**config.mk**
```make
export PLATFORM = sky130hd
export DESIGN_NAME = s3g_tx
export DESIGN_NICKNAME = d
export VERILOG_FILES = /design/src/rtl/s3g_tx.sv
export SDC_FILE = /design/constraint.sdc
export NUM_CORES = 1
export LEC_CHECK = 0
export CELL_PAD_IN_SITES_DETAIL_PLACEMENT = 0
export CELL_PAD_IN_SITES_GLOBAL_PLACEMENT = 1
export CORE_MARGIN = 2
export CORE_UTILIZATION = 43
export DETAILED_ROUTE_END_ITERATION = 12
export GPL_ROUTABILITY_DRIVEN = 0
export PLACE_DENSITY_LB_ADDON = 0.3
export SLEW_MARGIN = 30
export SYNTH_ARGS = -nofsm -noshare
export SYNTH_HDL_FRONTEND = slang
export SYNTH_SLANG_ARGS = --single-unit
```
**constraint.sdc**
```tcl
create_clock -name clk -period 4.9 [get_ports clk]
set_input_delay 1.225 -clock clk [delete_from_list [all_inputs] [get_ports clk]]
set_output_delay 1.225 -clock clk [all_outputs]
set_load 0.005 [all_outputs]
```
**src/rtl/s3g_tx.sv**
```systemverilog
// S3G packet transmitter: frames START_BYTE, len, payload, CRC-8 into a byte UART.
// Optional WAIT timeout abort is enabled by defining S3G_TX_TIMEOUT_EN.
module s3g_tx #(
  parameter logic [7:0]  START_BYTE = 8'hD5,
  parameter logic [15:0] TIMEOUT    = 16'd65535
) (
  input  logic       clk,
  input  logic       rst,
  input  logic       start,
  input  logic [7:0] payload_len,
  output logic [7:0] buf_addr,
  input  logic [7:0] buf_data,
  output logic [7:0] tx_data,
  output logic       tx_wr,
  input  logic       tx_done,
  output logic       busy,
  output logic       done,
  output logic       error
);

  typedef enum logic [2:0] {IDLE, HDR, LEN, FETCH, DATA, CRC, WAIT} state_e;

  state_e     state_q, resume_q;
  logic [7:0] len_q, rem_q, crc_q, addr_q, txd_q;
  logic       wr_q, busy_q, done_q;
  logic [7:0] crc_d;

  // Reflected CRC-8 (x^8+x^5+x^4+1), LSB-first, one byte per call.
  function automatic logic [7:0] nextCRC8_D8(input logic [7:0] d, input logic [7:0] c);
    logic [7:0] r;
    r = c;
    for (int unsigned i = 0; i < 8; i++) begin
      r = (r[0] ^ d[i]) ? ((r >> 1) ^ 8'h8C) : (r >> 1);
    end
    return r;
  endfunction

  always_comb begin
    crc_d = nextCRC8_D8(buf_data, crc_q);
  end

`ifdef S3G_TX_TIMEOUT_EN
  logic [15:0] tmo_q;
  logic        err_q;
  assign error = err_q;
`else
  assign error = 1'b0;
`endif

  always_ff @(posedge clk) begin
    if (!rst) begin
      state_q  <= IDLE;
      resume_q <= IDLE;
      len_q    <= '0;
      rem_q    <= '0;
      crc_q    <= '0;
      addr_q   <= '0;
      txd_q    <= '0;
      wr_q     <= 1'b0;
      busy_q   <= 1'b0;
      done_q   <= 1'b0;
`ifdef S3G_TX_TIMEOUT_EN
      tmo_q    <= '0;
      err_q    <= 1'b0;
`endif
    end else begin
      wr_q   <= 1'b0;
      done_q <= 1'b0;
`ifdef S3G_TX_TIMEOUT_EN
      err_q  <= 1'b0;
`endif
      unique case (state_q)
        IDLE: begin
          if (start) begin
            len_q   <= payload_len;
            rem_q   <= payload_len;
            crc_q   <= '0;
            addr_q  <= '0;
            busy_q  <= 1'b1;
            wr_q    <= 1'b1;
            txd_q   <= START_BYTE;
            state_q <= HDR;
          end
        end
        HDR: begin
          resume_q <= LEN;
          state_q  <= WAIT;
`ifdef S3G_TX_TIMEOUT_EN
          tmo_q    <= '0;
`endif
        end
        LEN: begin
          resume_q <= (len_q != 8'd0) ? FETCH : CRC;
          state_q  <= WAIT;
`ifdef S3G_TX_TIMEOUT_EN
          tmo_q    <= '0;
`endif
        end
        FETCH: begin
          // buf_addr has been stable since before FETCH, so buf_data is current here.
          wr_q    <= 1'b1;
          txd_q   <= buf_data;
          crc_q   <= crc_d;
          rem_q   <= rem_q - 8'd1;
          state_q <= DATA;
        end
        DATA: begin
          // Advance the address while waiting so the next FETCH sees valid read data.
          if (rem_q != 8'd0) begin
            addr_q   <= addr_q + 8'd1;
            resume_q <= FETCH;
          end else begin
            resume_q <= CRC;
          end
          state_q <= WAIT;
`ifdef S3G_TX_TIMEOUT_EN
          tmo_q   <= '0;
`endif
        end
        CRC: begin
          resume_q <= IDLE;
          state_q  <= WAIT;
`ifdef S3G_TX_TIMEOUT_EN
          tmo_q    <= '0;
`endif
        end
        WAIT: begin
          if (tx_done) begin
            unique case (resume_q)
              LEN: begin
                state_q <= LEN;
                wr_q    <= 1'b1;
                txd_q   <= len_q;
              end
              FETCH: state_q <= FETCH;
              CRC: begin
                state_q <= CRC;
                wr_q    <= 1'b1;
                txd_q   <= crc_q;
              end
              default: begin
                state_q <= IDLE;
                busy_q  <= 1'b0;
                done_q  <= 1'b1;
              end
            endcase
          end
`ifdef S3G_TX_TIMEOUT_EN
          else if (tmo_q == TIMEOUT - 16'd1) begin
            state_q <= IDLE;
            busy_q  <= 1'b0;
            err_q   <= 1'b1;
          end else begin
            tmo_q <= tmo_q + 16'd1;
          end
`endif
        end
        default: state_q <= IDLE;
      endcase
    end
  end

  assign buf_addr = addr_q;
  assign tx_data  = txd_q;
  assign tx_wr    = wr_q;
  assign busy     = busy_q;
  assign done     = done_q;

endmodule

```
; ---- Yosys cells after proc, flatten, opt, wreduce, memory -nomap -nowiden
; Cells that the tools add are included.
[totals]
reg_bits = 49
in_bits = 20
[classes]
n_addsub = 2
eq_ne = 14
muxes = 34
n_bitwise = 16
n_reduce_logical = 18
[op_table]
columns = cell, n
row1 = $mux W8, 13
row2 = $pmux W8 S2, 4
row3 = $not A2 Y3, 8
row4 = $pmux W3 S4, 2
row5 = $pmux W8 S3, 1
row6 = $reduce_bool A8 Y1, 2
row7 = $eq A3 B2 Y1 const B, 4
row8 = $eq A3 B3 Y1 const B, 4
row9 = $mux W3, 4
row10 = $pmux W3 S3, 1
row11 = $add A8 B1 Y8 const B, 1
row12 = $ne A2 B2 Y1 const B, 4
row13 = $reduce_and A4 Y1, 2
row14 = $sub A8 B1 Y8 const B, 1
row15 = $xor A1 B1 Y1, 8
row16 = $mux W1, 7
row17 = $reduce_and A2 Y1, 3
row18 = $reduce_and A3 Y1, 2
row19 = $reduce_bool A2 Y1, 3
row20 = $reduce_bool A4 Y1, 1
row21 = $reduce_or A4 Y1, 1
row22 = $eq A3 B1 Y1 const B, 1
row23 = $logic_not A3 Y1, 1
row24 = $ne A3 B3 Y1 const B, 1
row25 = other kinds (5), 5

; ---- Longest topological paths before layout
; Gate-level depths: netlist of the first run.
[logic_depth]
word_depth = 17
depth_mapped = 7
depth_no_buf = 7

; ---- Worst setup path before layout of the first run
; OpenSTA, ideal clock, no wires.
[synth_timing]
path_kind = input port to flip-flop
from = input buf_data[0]
to = register crc_q[3]
t_arrival_ns = 2.383
required_time_ns = 4.835
path_slack_ns = 2.452
path_stages = 5
path_buffers = 0
path_cell_list = xnor2_1 -> xnor3_1 -> xnor2_1 -> a22oi_1 -> nor2_1
[synth_between]
elab_chain_len = 13
elab_cells_between_ends = 16
cone_classes = mux: 9 / bitwise: 7
[synth_rtl]
columns = element, line
row1 = start: declaration, 12  ; input logic [7:0] buf_data,
row2 = $xor A1 B1 Y1 (*), 33  ; r = (r[0] ^ d[i]) ? ((r >> 1) ^ 8'h8C) : (r >> 1);
row3 = $mux W8 (*) (3 in a row), 33
row4 = $xor A1 B1 Y1 / $mux W8 (equally long branches), 33
row5 = $mux W8 (*), 33
row6 = $not A2 Y3 (no source line) / $xor A1 B1 Y1 (equally long branches), n/a
row7 = $mux W8 (*) (3 in a row), 33
row8 = $xor A1 B1 Y1, 33
row9 = $mux W8 (*), 33
row10 = $pmux W8 S2 (*), 72  ; unique case (state_q)
row11 = end signal: assignment, 103  ; crc_q <= crc_d;
row12 = end: declaration, 24  ; logic [7:0] len_q, rem_q, crc_q, addr_q, txd_q;
; Every way passes the cells marked *; elsewhere a longest branch is shown, timed or not.
; A chain may end at the register's enable or synchronous reset.

; ---- Worst setup path in the final report of the first run
[layout_timing]
from = input start
to = register txd_q[7], in the netlist tx_data[7]
[layout_between]
elab_chain_len = 2
[layout_rtl]
columns = element, line
row1 = start: declaration, 9  ; input logic start,
row2 = $ne A2 B2 Y1 (no source line), n/a
row3 = $reduce_and A4 Y1 (no source line), n/a
row4 = end signal: assignment, 102  ; txd_q <= buf_data;
row5 = end signal: assignment, 133  ; txd_q <= len_q;
row6 = end signal: assignment, 139  ; txd_q <= crc_q;
row7 = end: declaration, 24
; No other way between the ends.

==> results.sh, run 1 <==
export IMPL_grtUsageTotal_pct=19.0
export IMPL_wl_per_cell_um=14.4
export IMPL_max_freq_ghz=0.315
export IMPL_synth_cell_types=45
export IMPL_die_area_sq_um=6380
export IMPL_n_antenna_cell=0
export IMPL_grt_overflow=0
export IMPL_stdcell_count=400
export IMPL_finalSetupViolations=0
export IMPL_portBuffers=38
export IMPL_synth_yosys_seq_area_share_pct=39.6
export IMPL_fin_crit_ps=3180
export IMPL_num_rows=27
export IMPL_routed_wl_um=5780
export IMPL_hold_class="reg -> reg"
export IMPL_maxCapViolCount=0
export IMPL_hold_depth=2
export IMPL_numCtsBuffers=5
export IMPL_cp_endpoint="tx_data[7]$_SDFFE_PN0P_"
export IMPL_reg2reg_slack_ps=2290
export IMPL_dieWidth_um=79.9
export IMPL_antenna_left=0
export IMPL_post_cts_resize_count=0
export IMPL_clockRootBuffer="clkbuf_8"
export IMPL_synth_cell_area_sq_um=2480
export IMPL_num_fill_cells=537
export IMPL_finClkSkew_ps=5.23
export IMPL_initial_utilization_pct=44.7
export IMPL_hpwl_um=4030
export IMPL_slew_viol_final=0
export IMPL_finish_utilization_pct=53.8
export IMPL_design_core_area_sq_um=5540
export IMPL_async_flop_share_pct=0
export IMPL_crit_required_ps=5120
export IMPL_ir_drop_v=0.000256
export IMPL_mostFrequentLayoutCells="dfxtp_1 (49), clkdlybuf4s50_1 (38), nand2_1 (37)"
export IMPL_cellLeakagePower_nw=1.02
export IMPL_worst_setup_path_end_kind="flip-flop"
export IMPL_status="finished, final reports clean"
export IMPL_grt_max_degree=24
export IMPL_num_io_pins=40
export IMPL_arrival_ps=3400
export IMPL_max_slew_margin_rel_pct=51.6
export IMPL_layout_drive_gt1_share_pct=6.40
export IMPL_startpoint="start"
export IMPL_r2r_worst_path_cells=5
export IMPL_area_growth_pct=20.3
export IMPL_cp_start_kind="primary input"
export IMPL_syn_inst=295
export IMPL_whs_ps=491
export IMPL_p_per_area_nw_per_um2=457
export IMPL_drtIter0Drc=120
export IMPL_reg2reg_from="state_q[1]$_SDFFE_PN0P_"
export IMPL_grt_pass1_wl_um=9530
export IMPL_cts_buffer_depth=2
export IMPL_via_per_inst=5.48
export IMPL_dieHeight_um=79.9
export IMPL_antenna_found_initial=0
export IMPL_synthFlopType="dfxtp_1"
export IMPL_crit_fanout=17
export IMPL_hold_violations=0
export IMPL_rsz0062_at_grt="no"
export IMPL_htree_levels=2
export IMPL_worstReg2RegEnd="tx_data[7]$_SDFFE_PN0P_"
export IMPL_syn_num_nets=318
export IMPL_clock_sinks=49
export IMPL_drtPass1Iterations=4
export IMPL_yosysWarnings=0
export IMPL_path_clk_slew_ps=90
export IMPL_synth_seq_cells=49
export IMPL_tritoncts="done"
export IMPL_fin_tns_setup_ps=0
export IMPL_fin_crit_sh_pct=64.8
export IMPL_placed_cells=392
export IMPL_drc=0
export IMPL_syn_avg_cell_area_sq_um=8.39
export IMPL_synth_edf_count=0
export IMPL_fin_nets=350
export IMPL_via_count=2192
export IMPL_postCtsSetupBuffers=0
export IMPL_holdBufCountCts=0
export IMPL_final_common_cell="dfxtp_1"
export IMPL_worst_pin_slew_ps=726
export IMPL_crit_type="in -> reg"
export IMPL_clkLatencyLatePin_ps=300
export IMPL_grt_pass1_vias=1972
[worst max-delay path, stage by stage]
cell and delay (ps):
clkdlybuf4s50_1 540, nor4b_4 570, nor2_1 140, a2bb2oi_2 570, o21ai_0 170, a31oi_1 180
[layout make-up]
| cell class | instances | area (sq um) | area share, % |
|---|---|---|---|
| Tap cell | 72 | 90.1 | 3.02 |
| Clock buffer | 8 | 80.1 | 2.69 |
| Multi-Input combinational cell | 220 | 1390 | 46.6 |
| Inverter | 10 | 37.5 | 1.26 |
| Timing Repair Buffer | 41 | 403 | 13.5 |
| Sequential cell | 49 | 981 | 32.9 |
[cells in the mapped netlist (2+ instances only)]
| master | n | area share [%] |
|---|---|---|
| clkbuf_1 | 9 | 1.4 |
| nor2_1 | 18 | 2.7 |
| o21ai_0 | 21 | 4.2 |
| or4_1 | 3 | 0.91 |
| o21ai_1 | 2 | 0.40 |
| nand3_1 | 15 | 3.0 |
| nor4_1 | 6 | 1.5 |
| or3_1 | 2 | 0.51 |
| a31oi_1 | 11 | 2.8 |
| inv_1 | 9 | 1.4 |
| a22oi_1 | 5 | 1.5 |
| and3b_1 | 2 | 0.71 |
| nand2_1 | 37 | 5.6 |
| and2_1 | 2 | 0.51 |
| ha_1 | 3 | 1.5 |
| nor3_1 | 8 | 1.6 |
| nor3b_1 | 2 | 0.61 |
| a211oi_1 | 2 | 0.61 |
| xor2_1 | 4 | 1.4 |
| o211ai_1 | 3 | 0.91 |
| xnor2_1 | 20 | 7.1 |
| mux2_2 | 9 | 4.1 |
| a21oi_1 | 28 | 5.7 |
| dfxtp_1 | 49 | 40 |
| buf_2 | 5 | 1.0 |
[sequential cells by signal, indices dropped and copies added (netlist names)]
name and cells:
tx_wr 1, done 1, rem_q 8, busy 1, state_q 3, crc_q 8
len_q 8, resume_q 3, tx_data 8, buf_addr 8
[logic make-up after synthesis]
family	after synthesis	synth area share [%]
DFF	49	39.6
AOI/OAI and AO/OA	79	19.7
and+or+nand+nor	103	21.2
buffers and inverters	26	4.35
other	1	0.151
xor gates and xnor gates	25	9.40
adders and majority gates	3	1.52
muxes	9	4.09
[metrics by stage]
stage,setup WS [ps],area (sq um),total power (W)
3_3_place_gp,1590,2900,0.00113
3_5_place_dp,1450,2900,0.00113
2_1_floorplan,2450,2480,0.000955
5_1_grt,1560,2980,0.00147
6_report,1720,2980,0.00136
4_1_cts,1760,2980,0.00137
[metal layers]
metal / share of wire (%) / vias to the layer above / track usage [%]
met5: 0 / - / 0
met4: 1.2 / 0 / 6.44
met2: 48 / 38 / 30.8
li1: - / 1112 / -
met3: 2.8 / 8 / 3.28
met1: 48 / 1034 / 25.4
[worst min path at each step]
| stage | startpoint | endpoint | slack [ps] |
|---|---|---|---|
| 6_report | len_q[3]$_SDFFE_PN0P_ | len_q[3]$_SDFFE_PN0P_ | 490 |
| 5_1_grt | rem_q[0]$_SDFFE_PN0P_ | rem_q[0]$_SDFFE_PN0P_ | 510 |
| 4_1_cts | len_q[3]$_SDFFE_PN0P_ | len_q[3]$_SDFFE_PN0P_ | 490 |
| 3_5_place_dp | rem_q[1]$_SDFFE_PN0P_ | rem_q[1]$_SDFFE_PN0P_ | 480 |
| 3_3_place_gp | rem_q[1]$_SDFFE_PN0P_ | rem_q[1]$_SDFFE_PN0P_ | 470 |
| 2_1_floorplan | len_q[3]$_SDFFE_PN0P_ | len_q[3]$_SDFFE_PN0P_ | 450 |
[report_power, final]
part / switching [W] / leakage, nW / internal (W)
logic: 0.000281 / 0.582 / 0.000252
clock network: 0.000130 / 0.0395 / 0.000102
registers: 0.000107 / 0.400 / 0.000488
Power figures use the tool's default switching activity.
==> run 2: changes to the inputs <==
--- a/config.mk
+++ b/config.mk
@@ -8,7 +8,7 @@
 export CELL_PAD_IN_SITES_DETAIL_PLACEMENT = 0
 export CELL_PAD_IN_SITES_GLOBAL_PLACEMENT = 1
 export CORE_MARGIN = 2
-export CORE_UTILIZATION = 43
+export CORE_UTILIZATION = 40
 export DETAILED_ROUTE_END_ITERATION = 12
 export GPL_ROUTABILITY_DRIVEN = 0
 export PLACE_DENSITY_LB_ADDON = 0.3
==> constraint.sdc (replaced) <==
create_clock -name clk -period 3.28 [get_ports clk]
set_input_delay 0.82 -clock clk [delete_from_list [all_inputs] [get_ports clk]]
set_output_delay 0.82 -clock clk [all_outputs]
set_load 0.005 [all_outputs]
==> results.sh, run 2 (synthesized netlist as in run 1, its figures left out) <==
export IMPL_final_common_cell="dfxtp_1"
export IMPL_drtPass1Iterations=4
export IMPL_hold_violations=0
export IMPL_clockRootBuffer="clkbuf_8"
export IMPL_path_cells="clkdlybuf4s50_1 -> xnor2_1 -> xnor3_1 -> xnor2_1 -> a22oi_1 -> nor2_1"
export IMPL_grtUsageTotal_pct=18.9
export IMPL_cellLeakagePower_nw=1.04
export IMPL_startpoint="buf_data[0]"
export IMPL_worst_setup_path_end_kind="flip-flop"
export IMPL_finalSetupViolations=0
export IMPL_switching_power_w=0.000797
export IMPL_grt_pass1_vias=1976
export IMPL_crit_buf_inv=1
export IMPL_fin_ws_ps=838
export IMPL_max_freq_ghz=0.409
export IMPL_area_growth_pct=21.6
export IMPL_slowest_delay_ps=500
export IMPL_portBuffers=38
export IMPL_dieHeight_um=82.7
export IMPL_path_delay_family="XOR/XNOR gates"
export IMPL_num_io_pins=40
export IMPL_n_antenna_cell=0
export IMPL_initial_utilization_pct=41.6
export IMPL_numCtsBuffers=5
export IMPL_worst_pin_slew_ps=610
export IMPL_grt_max_degree=22
export IMPL_finClkSkew_ps=8.70
export IMPL_pwr_share_seq_pct=43.0
export IMPL_cpMostUsedCell="xnor2_1"
export IMPL_design_core_area_sq_um=5960
export IMPL_clockPowerShare_pct=17.3
export IMPL_fin_tns_setup_ps=0
export IMPL_cp_start_kind="primary input"
export IMPL_routed_wl_um=6040
export IMPL_finalPower_w=0.00206
export IMPL_layout_drive_gt1_share_pct=8.16
export IMPL_status="finished, final reports clean"
export IMPL_antenna_found_initial=0
export IMPL_place_ws_ps=531
export IMPL_crit_fanout=5
export IMPL_mostFrequentLayoutCells="dfxtp_1 (49), clkdlybuf4s50_1 (38), nand2_1 (37)"
export IMPL_hold_path_startpoint="len_q[1]$_SDFFE_PN0P_"
export IMPL_crit_required_ps=3540
export IMPL_holdBufCountCts=0
export IMPL_fin_crit_ps=2440
export IMPL_reg2reg_slack_ps=870
export IMPL_path_clk_slew_ps=100
export IMPL_fin_crit_sh_pct=74.5
export IMPL_slew_viol_final=0
export IMPL_drtIter0Drc=161
export IMPL_max_slew_margin_rel_pct=59.3
export IMPL_via_per_inst=5.40
export IMPL_hpwl_um=4370
export IMPL_p_per_area_nw_per_um2=686
export IMPL_crit_type="in -> reg"
export IMPL_r2r_worst_path_cells=5
export IMPL_post_cts_resize_count=0
export IMPL_stdcell_count=406
export IMPL_clock_sinks=49
export IMPL_postCtsSetupBuffers=0
export IMPL_antenna_left=0
export IMPL_dieWidth_um=82.7
export IMPL_p_comb_share_pct=39.7
export IMPL_num_rows=28
export IMPL_slowest_stage="xnor3_1"
export IMPL_tritoncts="done"
export IMPL_hold_depth=2
export IMPL_ir_drop_v=0.000351
export IMPL_via_count=2194
export IMPL_grt_pass1_wl_um=9770
export IMPL_drc=0
export IMPL_clkLatencyLatePin_ps=310
export IMPL_arrival_ps=2700
export IMPL_grt_overflow=0
export IMPL_path_depth=6
export IMPL_fin_nets=353
export IMPL_htree_levels=2
export IMPL_wl_per_cell_um=14.9
export IMPL_swShare_pct=38.6
export IMPL_maxCapViolCount=0
export IMPL_die_area_sq_um=6840
export IMPL_cts_buffer_depth=2
export IMPL_reg2reg_from="state_q[1]$_SDFFE_PN0P_"
export IMPL_p_int_w=0.00127
export IMPL_rsz0062_at_grt="no"
export IMPL_placed_cells=398
export IMPL_hold_class="reg -> reg"
## run 2: cell count changes in the layout (fill, tap and decap cells not counted)
cell	delta
clkbuf_1	-3
buf_4	+3
clkinvlp_4	+1
clkinv_2	+2
## run 2: final timing paths
check | endpoint
min | len_q[1]$_SDFFE_PN0P_
max | crc_q[3]$_SDFFE_PN0P_
max reg2reg | tx_data[7]$_SDFFE_PN0P_
min reg2reg | len_q[1]$_SDFFE_PN0P_
## run 2: power by group through the flow
stage | registers, W | clock network [W] | logic, W
2_1_floorplan | 0.000842 | 0 | 0.000585
6_report | 0.000887 | 0.000358 | 0.000819
3_3_place_gp | 0.000898 | 0 | 0.000809
5_1_grt | 0.000914 | 0.000392 | 0.000915
4_1_cts | 0.000887 | 0.000371 | 0.000823
3_5_place_dp | 0.000899 | 0 | 0.000818
## run 2: final cells by class
class / count / area [sq um]
clock inverters: 3 / 17.5
multi-input cells: 220 / 1390
flip-flops and latches: 49 / 981
clock buffers: 5 / 68.8
fillers: 596 / 2940
repair buffers: 44 / 425
well taps: 75 / 93.8
inverters: 10 / 37.5
## run 2: worst register-to-register path: cells and delay by family (launching register included)
kind / cells / cell delay [ps]
compound gates: 3 / 870
simple gates: 2 / 770
flops: 1 / 720
## run 2: through the flow
stage          utilization [%]  area [sq um]  hold WS (ps)
2_1_floorplan                -          2480           446
3_3_place_gp              49.1          2930           465
3_5_place_dp              49.1          2930           468
4_1_cts                   50.6          3010           482
5_1_grt                   50.6          3010           500
6_report                  50.6          3010           477
## run 2: metal layers
| layer | vias up | wire length, um | GRT usage [%] |
|---|---|---|---|
| met2 | 46 | 2910 | 30.3 |
| met5 | - | 0 | 0 |
| met3 | 4 | 243 | 4.46 |
| li1 | 1118 | - | - |
| met1 | 1026 | 2850 | 25.3 |
| met4 | 0 | 40 | 5.25 |
